File: src/rtl/load_store_unit_if.sv
// Execute/data-memory/write-back signal bundle for load_store_unit.
// Signal names carry the LSU's point of view: i_ = into the unit, o_ = out of it.
interface load_store_unit_if #(
  parameter int unsigned XLEN = 32
);
  logic              i_req_valid;
  logic              o_req_ready;
  logic              i_req_we;
  logic [2:0]        i_req_funct3;
  logic [XLEN-1:0]   i_req_addr;
  logic [XLEN-1:0]   i_req_wdata;
  logic              o_dm_avalid;
  logic              i_dm_aready;
  logic [XLEN-1:0]   o_dm_addr;
  logic              o_dm_we;
  logic [XLEN/8-1:0] o_dm_wstrb;
  logic [XLEN-1:0]   o_dm_wdata;
  logic              i_dm_rvalid;
  logic [XLEN-1:0]   i_dm_rdata;
  logic              o_rsp_valid;
  logic [XLEN-1:0]   o_rsp_rdata;
  logic              o_rsp_fault;

  modport slave (
    input  i_req_valid, i_req_we, i_req_funct3, i_req_addr, i_req_wdata,
           i_dm_aready, i_dm_rvalid, i_dm_rdata,
    output o_req_ready, o_dm_avalid, o_dm_addr, o_dm_we, o_dm_wstrb, o_dm_wdata,
           o_rsp_valid, o_rsp_rdata, o_rsp_fault
  );

  modport master (
    output i_req_valid, i_req_we, i_req_funct3, i_req_addr, i_req_wdata,
           i_dm_aready, i_dm_rvalid, i_dm_rdata,
    input  o_req_ready, o_dm_avalid, o_dm_addr, o_dm_we, o_dm_wstrb, o_dm_wdata,
           o_rsp_valid, o_rsp_rdata, o_rsp_fault
  );
endinterface

File: src/rtl/load_store_unit.sv
// Multi-cycle RV32I load/store unit: aligns stores onto byte lanes, extracts and
// extends loads, and reports misaligned/illegal requests without touching memory.
module load_store_unit #(
  parameter int unsigned XLEN = 32
) (
  input  logic                 i_clk,
  input  logic                 i_rst_n,
  load_store_unit_if.slave     bus
);

  typedef enum logic [1:0] {S_IDLE, S_ADDR, S_RWAIT} state_t;

  state_t          r_state;
  state_t          w_state_nxt;
  logic            r_we;
  logic [2:0]      r_funct3;
  logic [XLEN-1:0] r_addr;
  logic [XLEN-1:0] r_wdata;
  logic            r_rsp_valid;
  logic            r_rsp_fault;
  logic [XLEN-1:0] r_rsp_rdata;

  logic            w_accept;
  logic            w_f3_ok;
  logic            w_misaligned;
  logic            w_req_fault;
  logic            w_rsp_set;
  logic            w_rsp_fault_set;
  logic [XLEN-1:0] w_rsp_rdata_nxt;
  logic [XLEN-1:0] w_shifted;
  logic [XLEN-1:0] w_load_ext;
  logic [3:0]      w_wstrb;
  logic [XLEN-1:0] w_wdata;

  assign w_accept = bus.i_req_valid && (r_state == S_IDLE);

  // Illegal funct3 dominates; alignment only matters for H/HU and W widths.
  always_comb begin
    if (bus.i_req_we)
      w_f3_ok = (bus.i_req_funct3 inside {3'b000, 3'b001, 3'b010});
    else
      w_f3_ok = (bus.i_req_funct3 inside {3'b000, 3'b001, 3'b010, 3'b100, 3'b101});
    w_misaligned = ((bus.i_req_funct3[1:0] == 2'b01) && bus.i_req_addr[0]) ||
                   ((bus.i_req_funct3[1:0] == 2'b10) && (bus.i_req_addr[1:0] != 2'b00));
    w_req_fault  = !w_f3_ok || w_misaligned;
  end

  always_comb begin
    w_wstrb = '0;
    w_wdata = r_wdata;
    case (r_funct3[1:0])
      2'b00: begin
        w_wstrb = 4'b0001 << r_addr[1:0];
        w_wdata = {4{r_wdata[7:0]}};
      end
      2'b01: begin
        w_wstrb = 4'b0011 << r_addr[1:0];
        w_wdata = {2{r_wdata[15:0]}};
      end
      default: w_wstrb = 4'b1111;
    endcase
    if (!r_we) w_wstrb = '0;
  end

  assign w_shifted = bus.i_dm_rdata >> {r_addr[1:0], 3'b000};

  always_comb begin
    case (r_funct3)
      3'b000:  w_load_ext = {{24{w_shifted[7]}}, w_shifted[7:0]};
      3'b001:  w_load_ext = {{16{w_shifted[15]}}, w_shifted[15:0]};
      3'b100:  w_load_ext = {24'd0, w_shifted[7:0]};
      3'b101:  w_load_ext = {16'd0, w_shifted[15:0]};
      default: w_load_ext = w_shifted;
    endcase
  end

  always_ff @(posedge i_clk or negedge i_rst_n) begin
    if (!i_rst_n) r_state <= S_IDLE;
    else          r_state <= w_state_nxt;
  end

  always_comb begin
    w_state_nxt     = r_state;
    w_rsp_set       = 1'b0;
    w_rsp_fault_set = 1'b0;
    w_rsp_rdata_nxt = '0;
    case (r_state)
      S_IDLE: begin
        if (bus.i_req_valid) begin
          if (w_req_fault) begin
            w_rsp_set       = 1'b1;
            w_rsp_fault_set = 1'b1;
          end else begin
            w_state_nxt = S_ADDR;
          end
        end
      end
      S_ADDR: begin
        if (bus.i_dm_aready) begin
          if (r_we) begin
            w_state_nxt = S_IDLE;
            w_rsp_set   = 1'b1;
          end else begin
            w_state_nxt = S_RWAIT;
          end
        end
      end
      S_RWAIT: begin
        if (bus.i_dm_rvalid) begin
          w_state_nxt     = S_IDLE;
          w_rsp_set       = 1'b1;
          w_rsp_rdata_nxt = w_load_ext;
        end
      end
      default: w_state_nxt = S_IDLE;
    endcase
  end

  always_ff @(posedge i_clk or negedge i_rst_n) begin
    if (!i_rst_n) begin
      r_we        <= 1'b0;
      r_funct3    <= '0;
      r_addr      <= '0;
      r_wdata     <= '0;
      r_rsp_valid <= 1'b0;
      r_rsp_fault <= 1'b0;
      r_rsp_rdata <= '0;
    end else begin
      if (w_accept) begin
        r_we     <= bus.i_req_we;
        r_funct3 <= bus.i_req_funct3;
        r_addr   <= bus.i_req_addr;
        r_wdata  <= bus.i_req_wdata;
      end
      r_rsp_valid <= w_rsp_set;
      r_rsp_fault <= w_rsp_fault_set;
      r_rsp_rdata <= w_rsp_rdata_nxt;
    end
  end

  assign bus.o_req_ready = (r_state == S_IDLE);
  assign bus.o_dm_avalid = (r_state == S_ADDR);
  assign bus.o_dm_addr   = {r_addr[XLEN-1:2], 2'b00};
  assign bus.o_dm_we     = r_we;
  assign bus.o_dm_wstrb  = w_wstrb;
  assign bus.o_dm_wdata  = w_wdata;
  assign bus.o_rsp_valid = r_rsp_valid;
  assign bus.o_rsp_fault = r_rsp_fault;
  assign bus.o_rsp_rdata = r_rsp_rdata;

endmodule

File: src/flat_wrapper.sv
// flat-port wrapper written by rule: the top's interface ports become plain ports
module load_store_unit_flat 
#(
  parameter int unsigned XLEN = 32
)
  (i_clk, i_rst_n, bus_i_req_valid, bus_i_req_we, bus_i_req_funct3, bus_i_req_addr, bus_i_req_wdata, bus_i_dm_aready, bus_i_dm_rvalid, bus_i_dm_rdata, bus_o_req_ready, bus_o_dm_avalid, bus_o_dm_addr, bus_o_dm_we, bus_o_dm_wstrb, bus_o_dm_wdata, bus_o_rsp_valid, bus_o_rsp_rdata, bus_o_rsp_fault);
  load_store_unit_if #(.XLEN(XLEN)) bus_i ();
  input  logic i_clk;
  input  logic i_rst_n;
  input wire logic [$bits(bus_i.i_req_valid)-1:0] bus_i_req_valid;
  input wire logic [$bits(bus_i.i_req_we)-1:0] bus_i_req_we;
  input wire logic [$bits(bus_i.i_req_funct3)-1:0] bus_i_req_funct3;
  input wire logic [$bits(bus_i.i_req_addr)-1:0] bus_i_req_addr;
  input wire logic [$bits(bus_i.i_req_wdata)-1:0] bus_i_req_wdata;
  input wire logic [$bits(bus_i.i_dm_aready)-1:0] bus_i_dm_aready;
  input wire logic [$bits(bus_i.i_dm_rvalid)-1:0] bus_i_dm_rvalid;
  input wire logic [$bits(bus_i.i_dm_rdata)-1:0] bus_i_dm_rdata;
  output wire logic [$bits(bus_i.o_req_ready)-1:0] bus_o_req_ready;
  output wire logic [$bits(bus_i.o_dm_avalid)-1:0] bus_o_dm_avalid;
  output wire logic [$bits(bus_i.o_dm_addr)-1:0] bus_o_dm_addr;
  output wire logic [$bits(bus_i.o_dm_we)-1:0] bus_o_dm_we;
  output wire logic [$bits(bus_i.o_dm_wstrb)-1:0] bus_o_dm_wstrb;
  output wire logic [$bits(bus_i.o_dm_wdata)-1:0] bus_o_dm_wdata;
  output wire logic [$bits(bus_i.o_rsp_valid)-1:0] bus_o_rsp_valid;
  output wire logic [$bits(bus_i.o_rsp_rdata)-1:0] bus_o_rsp_rdata;
  output wire logic [$bits(bus_i.o_rsp_fault)-1:0] bus_o_rsp_fault;
  assign bus_i.i_req_valid = bus_i_req_valid;
  assign bus_i.i_req_we = bus_i_req_we;
  assign bus_i.i_req_funct3 = bus_i_req_funct3;
  assign bus_i.i_req_addr = bus_i_req_addr;
  assign bus_i.i_req_wdata = bus_i_req_wdata;
  assign bus_i.i_dm_aready = bus_i_dm_aready;
  assign bus_i.i_dm_rvalid = bus_i_dm_rvalid;
  assign bus_i.i_dm_rdata = bus_i_dm_rdata;
  assign bus_o_req_ready = bus_i.o_req_ready;
  assign bus_o_dm_avalid = bus_i.o_dm_avalid;
  assign bus_o_dm_addr = bus_i.o_dm_addr;
  assign bus_o_dm_we = bus_i.o_dm_we;
  assign bus_o_dm_wstrb = bus_i.o_dm_wstrb;
  assign bus_o_dm_wdata = bus_i.o_dm_wdata;
  assign bus_o_rsp_valid = bus_i.o_rsp_valid;
  assign bus_o_rsp_rdata = bus_i.o_rsp_rdata;
  assign bus_o_rsp_fault = bus_i.o_rsp_fault;
  load_store_unit #(.XLEN(XLEN)) u_core (.i_clk(i_clk), .i_rst_n(i_rst_n), .bus(bus_i));
endmodule
File: config.mk
export PLATFORM = sky130hd
export DESIGN_NAME = load_store_unit_flat
export DESIGN_NICKNAME = d
export VERILOG_FILES = /design/src/rtl/load_store_unit_if.sv /design/src/rtl/load_store_unit.sv /design/src/flat_wrapper.sv
export SDC_FILE = /design/constraint.sdc
export NUM_CORES = 1
export LEC_CHECK = 0
export CAP_MARGIN = 20
export CORE_ASPECT_RATIO = 0.9
export CORE_MARGIN = 1.5
export CORE_UTILIZATION = 44
export DETAILED_ROUTE_END_ITERATION = 8
export PLACE_DENSITY = 0.82
export RECOVER_POWER = 100
export SYNTH_ARGS = -nofsm -noshare
export SYNTH_HDL_FRONTEND = slang
export SYNTH_SLANG_ARGS = --single-unit
File: constraint.sdc
create_clock -name i_clk -period 2.63 [get_ports i_clk]
set_input_delay 0.526 -clock i_clk [delete_from_list [all_inputs] [get_ports i_clk]]
set_output_delay 0.526 -clock i_clk [all_outputs]
set_load 0.1 [all_outputs]
Yosys cells after proc, flatten, opt, wreduce, memory -nomap -nowiden:

Index checks and enable logic that the tools add are counted.

* reduce and logical (&&, ||, !) cells: 14
* multiplexer cells: 20
* shift operators: 3
* equal/unequal tests: 16

Operators by type and width (number)
* case mux 32 bit (4 select lines): 1
* two-way mux 32 bit: 2
* case mux 32 bit (2 select lines): 1
* right shift 32 x 5 -> 32 bit: 1
* equality test 3 bit (second input constant): 4
* two-way mux 2 bit: 5
* != test 2 bit (second input constant): 4
* case mux 4 bit (2 select lines): 1
* two-way mux 1 bit: 7
* equality test 2 x 1 -> 1 bit (second input constant): 3
* equality test 3 x 1 -> 1 bit (second input constant): 2
* zero test 3 bit: 2
* case mux 2 bit (3 select lines): 1
* nonzero test 5 bit: 1
* equality test 2 bit (second input constant): 2
* zero test 2 bit: 2
* two-way mux 4 bit: 1
* AND reduction 4 bit: 1
* << shifter 1 x 2 -> 4 bit (first input constant): 1
* << shifter 2 x 2 -> 4 bit (first input constant): 1
* equality test 3 x 2 -> 1 bit (second input constant): 1
* logical AND 1 bit: 3
* case mux 1 bit (3 select lines): 1
* nonzero test 3 bit: 1
* 3 further kinds: 4

* output and inout port bits: 105
* logic and storage cells: 61
* register bits: 104

Longest topological paths before layout:

Gate-level depths: netlist of the first run.

* word-level depth: 8
* depth in mapped cells: 6

Worst setup path after synthesis of the first run:

Ideal clock, no wire load.

* path kind: register to output
* from: register u_core.r_funct3[0]
* to: output port bus_o_dm_wdata[24]
* data required time: 2.104 ns
* buffers on the path: 2
* data arrival time: 3.018 ns
* path slack: -0.914 ns
* cell stages (with the launch flop): 5
* cells stage by stage: dfrtp_1 > clkbuf_1 > buf_2 > mux2i_1 > o21ai_0

* longest elaborated chain between the ends: 2
* elaborated cells between the ends (all ways): 3
* classes of those cells: eq/ne (1); mux (1); reduce/logical (1)

RTL lines
* from (decl): RTL line load_store_unit.sv:16 `logic [2:0] r_funct3;`
* from (signal assigned): RTL line load_store_unit.sv:131 `r_funct3 <= bus.i_req_funct3;`
* equality test 2 x 1 -> 1 bit / zero test 2 bit (equally long branches): RTL line load_store_unit.sv:51 `case (r_funct3[1:0])`
* case mux 32 bit (2 select lines) *: RTL line load_store_unit.sv:51
* to (decl): RTL line flat_wrapper.sv:23 `output wire logic [$bits(bus_i.o_dm_wdata)-1:0] bus_o_dm_wdata;`

Mark *: on every way between the ends. The rest lies on a longest branch, timed or not.

Worst setup path in the final report of the first run:

* from: register u_core.r_funct3[1]
* to: output port bus_o_dm_wdata[10]

Same word-level chain as after synthesis.

==> metrics.md, run 1 <==
| Metric | Value |
|---|---|
| Status | `finished clean` |
| Vias in the first global route | `3913` |
| Total track usage | `22.83%` |
| Share of layout cells above drive strength 1 | `25.92%` |
| Mean routed wirelength per cell | `18.22 µm` |
| Placed insts | `706` |
| Drt first-iter violations | `134` |
| Number of synthesized register bits | `104` |
| CP Launch Type | `flop` |
| Most used DFF post-synth | `dfrtp_1` |
| PD cells | `1176 nW/µm²` |
| Worst setup EP type | `output port` |
| Post-CTS sizing | `0` |
| Clock Tree Buf Depth | `2` |
| DR vias | `3726` |
| DRC errors left | `0` |
| Reg2Reg Depth | `4` |
| Drt total wl | `13.19 mm` |
| Final Hold Viols | `0` |
| R2R Setup Slk | `360 ps` |
| First-pass GRT wire length | `20.97 mm` |
| Crit path DAT | `1890 ps` |
| Max transition margin | `18.06%` |
| Fraction of registers with async set/reset | `100.0%` |
| RSZ-0062 raised after global routing | `false` |
| Clock-pin transition on the worst setup and hold timing paths | `70 ps` |
| Post-synth EDFFs | `0` |
| Site Rows | `36` |
| Largest family of logic cells by synthesized area | `multiplexers` |
| Crit path to | `bus_o_dm_wdata[10]` |
| Distinct cells, synth | `40` |
| Multi-input combinational cell area | `1934 µm²` |
| Clk root buf | `clkbuf_16` |
| Slew Viols, Final | `0` |
| Area grow syn2layout | `37.39%` |
| Final Skew | `6.868 ps` |
| TritonRoute pass-1 iters | `4` |
| Leading area contributor after synthesis | `dfrtp_1` |
| Maximum Capacitance Violations | `0` |
| Power Internal | `3857 µW` |
| Synth Area in Compound Gates | `8.587%` |
| Via/cell ratio | `5.146` |
| CP max FO | `6` |
| Synth area leaders | `dfrtp_1 52%, mux2_2 21%, buf_4 6.0%, mux2i_1 3.2%, a211oi_1 2.1%` |
| Synth Area in Adders | `0%` |
| Combinational fraction of design power | `58.2%` |
| Post-synth top cells | `104 x dfrtp_1, 92 x mux2_2, 40 x buf_4` |
| Largest net degree at the start of global routing | `38` |
| Place WS | `344.0 ps` |
| Mux contribution to synthesized area | `24.31%` |
| Design area | `6887 µm²` |
| Routability-driven placement congestion ratio | `0.8696` |
| Most common cell in the netlist | `dfrtp_1` |
| Net Sw Frac | `52.38%` |
| PortBufs | `207` |
| Register area | `2603 µm²` |
| Mapped cell area | `5012 µm²` |
| Min Tclk post-route | `2414 ps` |
| DIE HEIGHT | `104.3 µm` |
| Die area | `12040 µm²` |
| Post-synthesis simple-gate area fraction | `5.167%` |
| Final Cycle Share | `91.78%` |
| Sequential Power Share | `25.8%` |
| DP Area | `7072 µm²` |
| Antenna-violating nets left | `0` |
| Pleak | `0.002935 µW` |
| Initial antenna violation count | `1` |
| Worst EP required | `2100 ps` |
| Fmax | `0.4143 GHz` |
| P_sw | `4243 µW` |
| Die span in x | `115.5 µm` |
| Final net count | `671` |
| R2r startpoint | `u_core.r_addr[1]$_DFFE_PN0P_` |
| H-tree levels | `3` |
| Slew @ Worst Pin | `1234 ps` |
| Detailed Place HPWL | `9.915 mm` |
| Core area | `10950 µm²` |
| FILL cells | `911` |
| Initial Util | `45.79%` |
| Setup violators final | `0` |
| Mean area per synthesized cell | `12.56 µm²` |
| Seq/Total Area, Yosys | `51.92%` |
| Critical path class | `reg -> out` |
| Crit Reg-Reg Endpoint | `u_core.bus.o_rsp_rdata[11]$_DFF_PN0_` |
| Ys Warns | `0` |
| TritonCTS Buffers | `9` |
| VDD IR max | `0.001021 V` |
| Final Power | `8101 µW` |
| I/O pins | `210` |
| CP Launch Point | `u_core.r_funct3[1]$_DFFE_PN0P_` |
| Clock network fraction of total power | `16.0%` |
| Synth Area in XOR/XNOR | `0%` |
| Final worst setup slack | `216.2 ps` |
| Fin cells | `724` |
| Total grt overflow | `0` |
| Worst-Skew Late Latency | `340 ps` |
| Hold Path Class | `reg -> reg` |
| Clk sink count | `104` |
| TritonCTS clock tree | `yes` |
| TNS Setup | `0 ps` |
| Post-synthesis instance total | `399` |
| Share of the synthesized area in the top cell type | `51.92%` |
-- worst min path at each step --
stage | startpoint | endpoint | slack, ps | cells past startpoint
3_5_place_dp | i_rst_n | u_core.r_addr[12]$_DFFE_PN0P_ | 370 | 1
2_1_floorplan | i_rst_n | u_core.bus.o_dm_we$_DFFE_PN0P_ | 230 | 0
4_1_cts | u_core.r_wdata[19]$_DFFE_PN0P_ | u_core.r_wdata[19]$_DFFE_PN0P_ | 510 | 1
5_1_grt | u_core.r_addr[17]$_DFFE_PN0P_ | u_core.r_addr[17]$_DFFE_PN0P_ | 520 | 1
3_3_place_gp | i_rst_n | u_core.r_addr[12]$_DFFE_PN0P_ | 370 | 1
6_report | u_core.r_wdata[19]$_DFFE_PN0P_ | u_core.r_wdata[19]$_DFFE_PN0P_ | 500 | 1
-- layer usage --
layer	vias to the layer above	wire length [µm]	track usage, %
met3	14	1577	11.48
met1	1811	5183	26.66
met4	0	150	4.850
li1	1717	-	-
met2	184	6277	37.62
met5	-	0	0
-- state kept, by name, summed over array words and instances, names as in the netlist --
signal / flops
u_core.r_funct3: 3
u_core.bus.o_rsp_valid: 1
u_core.r_state: 2
u_core.bus.o_rsp_fault: 1
u_core.r_addr: 32
u_core.bus.o_dm_we: 1
u_core.r_wdata: 32
u_core.bus.o_rsp_rdata: 32
-- logic make-up after synthesis --
logic type             after synthesis
AO/OA/AOI/OAI                       58
buffers and inverters               78
flip-flops                         104
multiplexers                       109
other                                1
AND/OR/NAND/NOR                     49
-- power groups by stage --
stage / clock [µW] / sequential, µW / combinational (µW)
after detailed placement: 0 / 2120 / 5150
after global placement: 0 / 2110 / 5120
final: 1300 / 2090 / 4720
after floorplan: 0 / 2240 / 3700
after global routing: 1400 / 2130 / 4880
after CTS: 1340 / 2100 / 5170
-- cells in the final DEF (no fill, tap or decap), types with 9 or more instances in the layout --
cell type / instances
clkbuf_16: 9
mux2_2: 80
o22ai_1: 16
mux2i_1: 16
dfrtp_1: 104
clkbuf_1: 79
a211oi_1: 14
buf_12: 19
mux2_1: 12
clkbuf_2: 16
nor2b_1: 10
clkdlybuf4s50_1: 99
nand2_1: 11
inv_1: 10
-- area by class of cell --
| class | count | area share [%] |
|---|---|---|
| Timing Repair Buffer | 222 | 26.64 |
| Inverter | 11 | 0.5996 |
| Multi-Input combinational cell | 218 | 28.09 |
| Antenna cell | 1 | 0.03634 |
| Sequential cell | 104 | 37.79 |
| Clock buffer | 12 | 3.434 |
| Tap cell | 152 | 2.762 |
| Clock inverter | 4 | 0.6541 |
-- worst max-delay path, cell delays in order, from the launching register on --
cell and delay (ps):
dfrtp_1 400, nor2_1 160, clkbuf_1 350, mux2_1 430, buf_12 190
-- metrics by stage --
stage / hold slack (ps) / util [%]
after global placement: 370.7 / 64.61
after global routing: 521.5 / 62.92
after floorplan: 230.4 / -
final: 502.8 / 62.92
after CTS: 509.6 / 67.27
after detailed placement: 370.8 / 64.61
-- timing repair --
item                                   in CTS  in global routing
endpoints found under the hold margin       8                  0
hold buffers                                1                  0
setup buffers                               0                  0
(Power assumes the default switching activity.)
==> run 2, diff against run 1 <==
--- a/config.mk
+++ b/config.mk
@@ -5,7 +5,6 @@
 export SDC_FILE = /design/constraint.sdc
 export NUM_CORES = 1
 export LEC_CHECK = 0
-export CAP_MARGIN = 20
 export CORE_ASPECT_RATIO = 0.9
 export CORE_MARGIN = 1.5
 export CORE_UTILIZATION = 44
==> results of run 2 <==
The final DEF is identical to that of run 1; final timing and power are the same.
==> run 3, diff against run 2 <==
--- a/config.mk
+++ b/config.mk
@@ -5,6 +5,7 @@
 export SDC_FILE = /design/constraint.sdc
 export NUM_CORES = 1
 export LEC_CHECK = 0
+export CAP_MARGIN = 20
 export CORE_ASPECT_RATIO = 0.9
 export CORE_MARGIN = 1.5
 export CORE_UTILIZATION = 44
==> results of run 3 <==
The final DEF is identical to that of run 1; final timing and power are the same.
